--- config.mk ---
export PLATFORM = sky130hd
export DESIGN_NAME = jesd204b_tpl_rx
export DESIGN_NICKNAME = d
export VERILOG_FILES = /design/src/rtl/jesd204b_tpl_pkg.sv /design/src/rtl/jesd204b_tpl_rx_slot.sv /design/src/rtl/jesd204b_tpl_rx.sv
export SDC_FILE = /design/constraint.sdc
export NUM_CORES = 1
export LEC_CHECK = 0
export ABC_CLOCK_PERIOD_IN_PS = 1800
export CAP_MARGIN = 20
export CORE_MARGIN = 10
export CORE_UTILIZATION = 47
export DETAILED_ROUTE_END_ITERATION = 10
export PLACE_DENSITY = 0.79
export SKIP_LAST_GASP = 1
export SLEW_MARGIN = 25
export SYNTH_ARGS = -nofsm -noshare
export SYNTH_HDL_FRONTEND = slang
export SYNTH_SLANG_ARGS = --single-unit
--- constraint.sdc ---
create_clock -name clk -period 1.8 [get_ports clk]
set_input_delay 0.18 -clock clk [delete_from_list [all_inputs] [get_ports clk]]
set_output_delay 0.18 -clock clk [all_outputs]
set_load 0.05 [all_outputs]
--- src/rtl/jesd204b_tpl_pkg.sv ---
// Shared JESD204B transport-layer parameter math and legality checks (RX and TX).
package jesd204b_tpl_pkg;

  localparam int unsigned SLOT_W = 16;

  // Converter count rounded up to a whole number of slots per lane
  function automatic int unsigned tpl_cp(input int unsigned lanes, input int unsigned converters);
    if (lanes == 0) return 0;
    return ((converters + lanes - 1) / lanes) * lanes;
  endfunction

  function automatic int unsigned tpl_octets(input int unsigned lanes, input int unsigned converters);
    if (lanes == 0) return 0;
    return (2 * tpl_cp(lanes, converters)) / lanes;
  endfunction

  function automatic int unsigned tpl_tails(input int unsigned sample_size,
                                            input int unsigned resolution,
                                            input int unsigned control);
    return sample_size - resolution - control;
  endfunction

  function automatic bit tpl_params_legal(input int unsigned lanes,
                                          input int unsigned converters,
                                          input int unsigned resolution,
                                          input int unsigned control,
                                          input int unsigned sample_size,
                                          input int unsigned samples);
    return (lanes >= 1) && (converters >= 1) && (control >= 1) &&
           (resolution >= 9) && (resolution + control <= SLOT_W) &&
           (sample_size == SLOT_W) && (samples == 1);
  endfunction

endpackage

--- src/rtl/jesd204b_tpl_rx_slot.sv ---
// Combinational split of one 16-bit transport slot into sample, control and tail check.
// Padding slots flag any nonzero bit instead of just the tail bits.
module jesd204b_tpl_rx_slot
  import jesd204b_tpl_pkg::*;
#(
  parameter int unsigned RESOLUTION = 11,
  parameter int unsigned CONTROL    = 2,
  parameter bit          PAD        = 1'b0
) (
  input  logic [SLOT_W-1:0]     slot_i,
  output logic [RESOLUTION-1:0] sample_o,
  output logic [CONTROL-1:0]    ctrl_o,
  output logic                  tail_nz_o
);

  localparam int unsigned TAILS = tpl_tails(SLOT_W, RESOLUTION, CONTROL);

  assign sample_o = slot_i[SLOT_W-1 -: RESOLUTION];
  assign ctrl_o   = slot_i[SLOT_W-1-RESOLUTION -: CONTROL];

  if (PAD) begin : g_pad
    assign tail_nz_o = |slot_i;
  end else if (TAILS > 0) begin : g_tail
    assign tail_nz_o = |slot_i[TAILS-1:0];
  end else begin : g_no_tail
    assign tail_nz_o = 1'b0;
  end

endmodule

--- src/rtl/jesd204b_tpl_rx.sv ---
// JESD204B RX transport layer: lane octets -> converter samples/control, two-stage pipeline
// with sticky tail/padding integrity flag and a decoded-frame counter.
module jesd204b_tpl_rx
  import jesd204b_tpl_pkg::*;
#(
  parameter int unsigned LANES       = 4,
  parameter int unsigned CONVERTERS  = 8,
  parameter int unsigned RESOLUTION  = 11,
  parameter int unsigned CONTROL     = 2,
  parameter int unsigned SAMPLE_SIZE = 16,
  parameter int unsigned SAMPLES     = 1,
  localparam int unsigned CP         = tpl_cp(LANES, CONVERTERS),
  localparam int unsigned W          = SLOT_W * CP
) (
  input  logic                             clk,
  input  logic                             rst_n,
  input  logic [W-1:0]                     rx_datain,
  input  logic                             rx_valid,
  input  logic                             err_clr,
  output logic [CONVERTERS*RESOLUTION-1:0] rx_dataout,
  output logic [CONVERTERS*CONTROL-1:0]    rx_ctrl,
  output logic                             rx_valid_out,
  output logic                             tail_err,
  output logic [15:0]                      frame_cnt
);

  localparam int unsigned OCTETS = tpl_octets(LANES, CONVERTERS);
  localparam int unsigned LANE_W = 8 * OCTETS;
  localparam int unsigned SPL    = OCTETS / 2;
  localparam int unsigned DOUT_W = CONVERTERS * RESOLUTION;
  localparam int unsigned CTRL_W = CONVERTERS * CONTROL;
  localparam int unsigned CNT_W  = 16;

  if (!tpl_params_legal(LANES, CONVERTERS, RESOLUTION, CONTROL, SAMPLE_SIZE, SAMPLES)) begin : g_bad_params
    $error("jesd204b_tpl_rx: illegal transport-layer parameter set");
  end

  logic [W-1:0]      s1_data_q, s1_data_d;
  logic              s1_valid_q, s1_valid_d;
  logic [DOUT_W-1:0] samp_c, dout_q, dout_d;
  logic [CTRL_W-1:0] ctrl_c, ctrl_q, ctrl_d;
  logic [CP-1:0]     slot_err_c;
  logic              vo_q, vo_d;
  logic              err_q, err_d;
  logic [CNT_W-1:0]  cnt_q, cnt_d;

  // Slot k lives in lane k/SPL; slot 0 holds the two most significant octets of the lane
  for (genvar k = 0; k < CP; k++) begin : g_slot
    localparam int unsigned LSB = (k / SPL) * LANE_W + 8 * (OCTETS - 2 - 2 * (k % SPL));
    logic [RESOLUTION-1:0] samp;
    logic [CONTROL-1:0]    ctl;
    logic                  tnz;

    jesd204b_tpl_rx_slot #(
      .RESOLUTION (RESOLUTION),
      .CONTROL    (CONTROL),
      .PAD        (k >= CONVERTERS)
    ) u_slot (
      .slot_i    (s1_data_q[LSB +: SLOT_W]),
      .sample_o  (samp),
      .ctrl_o    (ctl),
      .tail_nz_o (tnz)
    );

    if (k < CONVERTERS) begin : g_conv
      assign samp_c[k*RESOLUTION +: RESOLUTION] = samp;
      assign ctrl_c[k*CONTROL +: CONTROL]       = ctl;
      assign slot_err_c[k]                      = tnz;
    end else begin : g_pad
      assign slot_err_c[k] = tnz | (|samp) | (|ctl);
    end
  end

  // Next state; a new error takes priority over err_clr
  always_comb begin
    s1_data_d  = s1_data_q;
    s1_valid_d = rx_valid;
    dout_d     = dout_q;
    ctrl_d     = ctrl_q;
    vo_d       = s1_valid_q;
    err_d      = err_q;
    cnt_d      = cnt_q;
    if (rx_valid) s1_data_d = rx_datain;
    if (err_clr) err_d = 1'b0;
    if (s1_valid_q) begin
      dout_d = samp_c;
      ctrl_d = ctrl_c;
      cnt_d  = cnt_q + CNT_W'(1);
      if (|slot_err_c) err_d = 1'b1;
    end
  end

  always_ff @(posedge clk) begin
    if (!rst_n) begin
      s1_data_q  <= '0;
      s1_valid_q <= 1'b0;
      dout_q     <= '0;
      ctrl_q     <= '0;
      vo_q       <= 1'b0;
      err_q      <= 1'b0;
      cnt_q      <= '0;
    end else begin
      s1_data_q  <= s1_data_d;
      s1_valid_q <= s1_valid_d;
      dout_q     <= dout_d;
      ctrl_q     <= ctrl_d;
      vo_q       <= vo_d;
      err_q      <= err_d;
      cnt_q      <= cnt_d;
    end
  end

  assign rx_dataout   = dout_q;
  assign rx_ctrl      = ctrl_q;
  assign rx_valid_out = vo_q;
  assign tail_err     = err_q;
  assign frame_cnt    = cnt_q;

endmodule

==> run metrics, run 1 <==
die extent in y=approximately 160 um; core area=18,700 um^2; CP startpoint kind=flip-flop; post-synth cell types=27; clk sinks=251; vias in the first global route=6,808; worst-path maximum fanout=4; Hold Crit Class=in -> reg; Adder-Cell Fraction of Synth Area=less than 1%; die area=25,000 um^2; fraction of layout cells with a size suffix above 1=7.20%; routed vias/inst=between 4 and 5; post-synthesis instance total=850; R2R depth=4; # H-tree levels=1; xor/xnor cell area share of the yosys netlist=0.978%; Finished Cell Area=12,500 um^2; Cell Area, Synth=8960 um^2; Ys Warns=0; share of the synthesized area in the top cell type=56.1%; Worst Skew=0.0154 ns; CTS buffer count=27; max_slew headroom=between 60% and 70%; CTS root buf=clkbuf_16; Setup CP Type=reg -> out; Synth area leaders=dfxtp_1 (56%), mux2i_1 (26%), nor2_1 (10%), buf_2 (2.1%), xor2_1 (0.78%); grt ovf=0; outcome=complete, no violations; capturing point of the worst reg2reg path=frame_cnt[15]; nets=1,225; Yosys top cell by area=dfxtp_1; post-synthesis average cell area=10.5 um^2; Placed Area=11,800 um^2; register bit total from synthesis=251; Leak=5.77 nW; Critical Path, Cell by Cell=dlygate4sd2_1; FF-to-FF setup slack=0.31 ns; GRT Total Usage=17.6%; Synth Net Count=983; CTS tree=built; sequential share of the synthesized area=56.1%; hold path depth=3; DP Wirelength=16,400 um; post-route ant nets=0; pwr dens=1010 nW/um^2; Critical Path AT=between 1 and 1.5 ns; total power=12.6 mW; largest family of logic cells by synthesized area=multiplexers; DR WL/cell=17.0 um; final period utilization=92.6%; worst vdd ir=0.000950 V; slew of the pin with the lowest slew margin=0.555 ns; buffers and inverters on the worst path=1; Final Util=approximately 67%; # IOs=254; initial antenna violation count=7; Worst Hold Endpoint=s1_data_q[127]; drt drc=0; final WL=22,900 um; Worst path slowest cell=dlygate4sd2_1; first-pass GRT wire length=approximately 36,000 um; Core Rows=50; Layout area overhead=39.8%; number of I/O port buffers=approximately 250; Max Slew Vio Count=0; CP top delay family=buffers and inverters; drt pass-1 iters=6; Synth Area in Compound Gates=less than 1%; worst min-delay path startpoint=rx_valid; die width=158 um; CP required=1.62 ns; Setup-failing EPs final=0; Clock Latency Late Sink=0.52 ns; simple-gate share of the synthesized area=13.1%; DR vias=6,598; Initial Utilization=47.9%; final hold viol count=0; DR iter-0 viols=219; Post-CTS Hold Buffers=0; delay of the slowest cell on the worst path=roughly 0.56 ns; clock-pin slew on the worst setup and hold paths=0.06 ns; Max-Cap Viols=0; largest net degree at the start of global routing=51; Worst setup EP type=primary output; post-route setup TNS=0 ns; Worst R2R Start=frame_cnt[6]; Max Fclk=0.600 GHz; minimum clock period after layout=~1.7 ns; RSZ-0062 raised after global routing=false; mux contribution to synthesized area=26.4%; post-CTS setup buffers=0; Max clock buf depth=3; GPL Wtd Cong=between 0.7 and 0.8
==> synth_stat cells (all sizes together) <==
cell type and instances:
nand2b 3, ha 1, nand3b 1, buf 43, clkbuf 13, nand2 10
inv 3, or4 1, mux2i 236, nand3 4, or3 1, nand4 8
nor4 7, a31o 1, a21oi 2, dfxtp 251, xor2 8, and2 3
and4 2, nor3 1, xnor2 2, nor2 245, and3 2, o21ai 2
==> metal layers <==
layer | wire length (um) | GRT usage, %
met3 | 1920 | 6.65
met2 | 11100 | 29.8
met4 | 432 | 4.23
met1 | 9430 | 20.7
met5 | 36 | 0
==> area by class of cell <==
cell class,instances,area [um^2]
antenna,4,10.0
clock buffer,38,787
clock inverter,10,88.8
fill,1525,6180
inverter,3,16.3
multi-input combinational,540,3660
sequential,251,5030
tap,234,293
timing repair buffer,269,2640
==> tightest hold or removal path, cell delays in order <==
cell and delay (ns):
buf_6 0.19, mux2i_1 0.15, nor2_1 0.07
==> registers in the layout, summed over array words and instances, names as in the netlist <==
name / flops
s1_data_q: 128
rx_dataout: 88
frame_cnt: 16
rx_ctrl: 16
rx_valid_out: 1
s1_valid_q: 1
tail_err: 1
==> how the worst max path moves through the flow <==
stage	start	cells after the start	slack, ns	end
after global placement	rst_n	4	0.34	s1_data_q[11]
after CTS	frame_cnt[12]	1	0.11	frame_cnt[12]
final	frame_cnt[8]	1	0.13	frame_cnt[8]
after detailed placement	rst_n	4	0.30	rx_dataout[17]
after floorplan	frame_cnt[6]	4	0.03	frame_cnt[12]
after global routing	frame_cnt[8]	1	0.08	frame_cnt[8]
==> metrics by stage <==
step	hold WS (ns)	instances	setup WS [ns]
after floorplan	0.327	850	0.0296
after global placement	0.455	1297	0.335
after detailed placement	0.471	1297	0.298
after CTS	0.113	1345	0.113
after global routing	0.135	1346	0.0792
final	0.119	1349	0.133
==> cells by family after synthesis <==
group,count (synthesis)
simple gates,288
flops,251
mux,236
buf+inv,59
xor+xnor,10
compound gates,5
fa+ha+maj,1
==> cell usage in the layout, fill, tap and decap left out, types with 2 or more instances in the layout <==
cell               n
a21oi_1            2
inv_1              2
and3_1             2
and2_1             3
xor2_1             8
dlygate4sd2_1    110
clkbuf_16         27
clkbuf_8           7
clkdlybuf4s50_1  130
mux2i_1          236
dfxtp_2            2
and4_1             2
nand3_1            4
nor4_1             7
clkinvlp_4         3
buf_12            12
clkbuf_1           4
nand2b_1           3
o21ai_0            2
xnor2_1            2
nand2_1           10
nand4_1            7
clkinv_2           5
buf_4             16
dfxtp_1          248
diode_2            4
nor2_1           244
==> where the power goes <==
| group | switching (mW) | total, mW | internal, mW |
|---|---|---|---|
| clock network | 2.17 | 5.36 | 3.19 |
| logic | 0.686 | 1.32 | 0.635 |
| registers | 0.122 | 5.92 | 5.79 |
| total | 2.98 | 12.6 | 9.62 |
==> timing repair <==
action / 4_1_cts / 5_1_grt
endpoints found under the hold margin: 0 / 0
setup endpoints to repair: 110 / 0
gates resized for setup: 110 / 0
No activity file was read; power rests on OpenSTA's default activity.
==> run 2, diff against run 1 <==
--- a/config.mk
+++ b/config.mk
@@ -7,7 +7,7 @@
 export LEC_CHECK = 0
 export ABC_CLOCK_PERIOD_IN_PS = 1800
 export CAP_MARGIN = 20
-export CORE_MARGIN = 10
+export CORE_MARGIN = 5
 export CORE_UTILIZATION = 47
 export DETAILED_ROUTE_END_ITERATION = 10
 export PLACE_DENSITY = 0.79
==> run 2 against run 1 <==
Compared with the run above:
- via count is 0.88% higher
- sequential power is essentially flat
- utilization hardly changed
- sequential cell count stayed put
- total power fell by 0.64%
- design area up 0.27%
- largest cell class unchanged
- highest routed layer is now met4
==> run metrics, run 2 (synthesis gave the netlist of run 1 again) <==
largest net degree at the start of global routing=44; Worst R2R Start=frame_cnt[7]; max_slew headroom=approximately three fifths; worst min-delay path startpoint=rx_valid; CP top delay family=buffers and inverters; CTS tree=built; Clock Latency Late Sink=approximately 0.5 ns; Setup-failing EPs final=0; die width=about 150 um; CP startpoint kind=flip-flop; most frequent cells in the layout=dfxtp_1 (248), nor2_1 (244), mux2i_1 (236); FF-to-FF setup slack=0.33 ns; GRT Total Usage=19.0%; CTS root buf=clkbuf_16; DP Wirelength=15,300 um; Initial Utilization=47.7%; post-route setup TNS=0 ns; Max Fclk=a little under 0.6 GHz; pwr dens=997 nW/um^2; # IOs=254; outcome=complete, no violations; Finished Cell Area=12,600 um^2; n_diodes=0; worst-path maximum fanout=5; DR vias=6,656; hold path depth=2; grt ovf=0; Setup CP Type=reg -> out; commonest non-fill, non-tap cell in the layout=dfxtp_1; Worst setup EP type=primary output; final WL=21,500 um; core area=18,800 um^2; post-CTS setup buffers=0; Critical Path, Cell by Cell=dlygate4sd2_1; worst vdd ir=about 0.00077 V; Critical Path AT=1.50 ns; Core Rows=50; # H-tree levels=1; final period utilization=roughly 93%; slew of the pin with the lowest slew margin=0.579 ns; DR WL/cell=15.9 um; Hold Crit Class=in -> reg; Post-CTS Hold Buffers=0; Worst path slowest cell=dlygate4sd2_1; number of flip-flops in the largest register=128; nets=1,231; first-pass GRT wire length=34,700 um; total power=~13 mW; capturing point of the worst reg2reg path=frame_cnt[12]; die area=21,900 um^2; CP required=1.62 ns; initial antenna violation count=0; Leak=between 5 and 6 nW; Worst Skew=0.0111 ns; most flop-heavy register=s1_data_q; drt pass-1 iters=5; drt drc=0; routed vias/inst=4.93; R2R depth=4; GPL Wtd Cong=0.827; Placed Area=11,800 um^2; minimum clock period after layout=1.68 ns; clock-pin slew on the worst setup and hold paths=0.06 ns; RSZ-0062 raised after global routing=false; delay of the slowest cell on the worst path=0.56 ns; post-route ant nets=0; vias in the first global route=between 6,000 and 7,000; Max-Cap Viols=0; number of I/O port buffers=between 200 and 300; fraction of layout cells with a size suffix above 1=6.99%; Max clock buf depth=3; Layout area overhead=40.2%; CTS buffer count=26; buffers and inverters on the worst path=1; Max Slew Vio Count=0; number of fill cells=1,490; final hold viol count=0; DR iter-0 viols=187; die extent in y=148 um; Worst Hold Endpoint=s1_valid_q; clk sinks=between 200 and 300
[run 2: changes by cell type in the layout (fill, tap and decap cells not counted), moves of 2 or more]
cell	before	now
dlygate4sd2_1	110	117
diode_2	4	0
clkbuf_8	7	12
clkinv_2	5	3
clkinvlp_4	3	0
[run 2: report_power, final]
group / total [mW] / leakage [nW] / switching [mW] / internal, mW
Combinational: 1.33 / 3.34 / 0.690 / 0.642
Clock: 5.27 / 0.435 / 2.06 / 3.21
Sequential: 5.91 / 2.05 / 0.119 / 5.79
[run 2: worst max-delay path by stage]
stage | from | endpoint | depth (start not counted)
3_3_place_gp | frame_cnt[7] | frame_cnt[12] | 4
5_1_grt | frame_cnt[6] | frame_cnt[6] | 1
3_5_place_dp | frame_cnt[7] | frame_cnt[12] | 4
4_1_cts | frame_cnt[6] | frame_cnt[6] | 1
6_report | frame_cnt[7] | frame_cnt[7] | 1
2_1_floorplan | frame_cnt[6] | frame_cnt[12] | 4
[run 2: stage by stage]
step	util, %	setup WS [ns]	hold WS [ns]	std cells
after CTS	66.9	0.106	0.0212	1350
after global placement	63.1	0.359	0.467	1304
after detailed placement	63.1	0.350	0.480	1304
final	66.9	0.122	0.0422	1350
after global routing	66.9	0.0724	0.0244	1350
after floorplan	-	0.0296	0.327	850
[run 2: timing repair]
action	4_1_cts	5_1_grt
hold endpoints to repair	0	0
endpoints found under the setup margin	117	0
gates resized for setup	117	0
[run 2: layout make-up]
cell class	instances	area, um^2	area share, %
inverter	3	16.3	0.129
multi-input combinational	540	3660	29.2
timing repair buffer	276	2690	21.4
clock buffer	43	856	6.81
clock inverter	3	15.0	0.120
tap	234	293	2.33
sequential	251	5030	40.1
[run 2: metal layers]
metal / GRT usage [%] / routed length, um / vias to the layer above
met2: 31.9 / 10200 / 175
met3: 6.67 / 1720 / 32
met1: 23.5 / 9130 / 3112
li1: - / - / 3337
met5: 0 / 0 / -
met4: 4.62 / 421 / 0
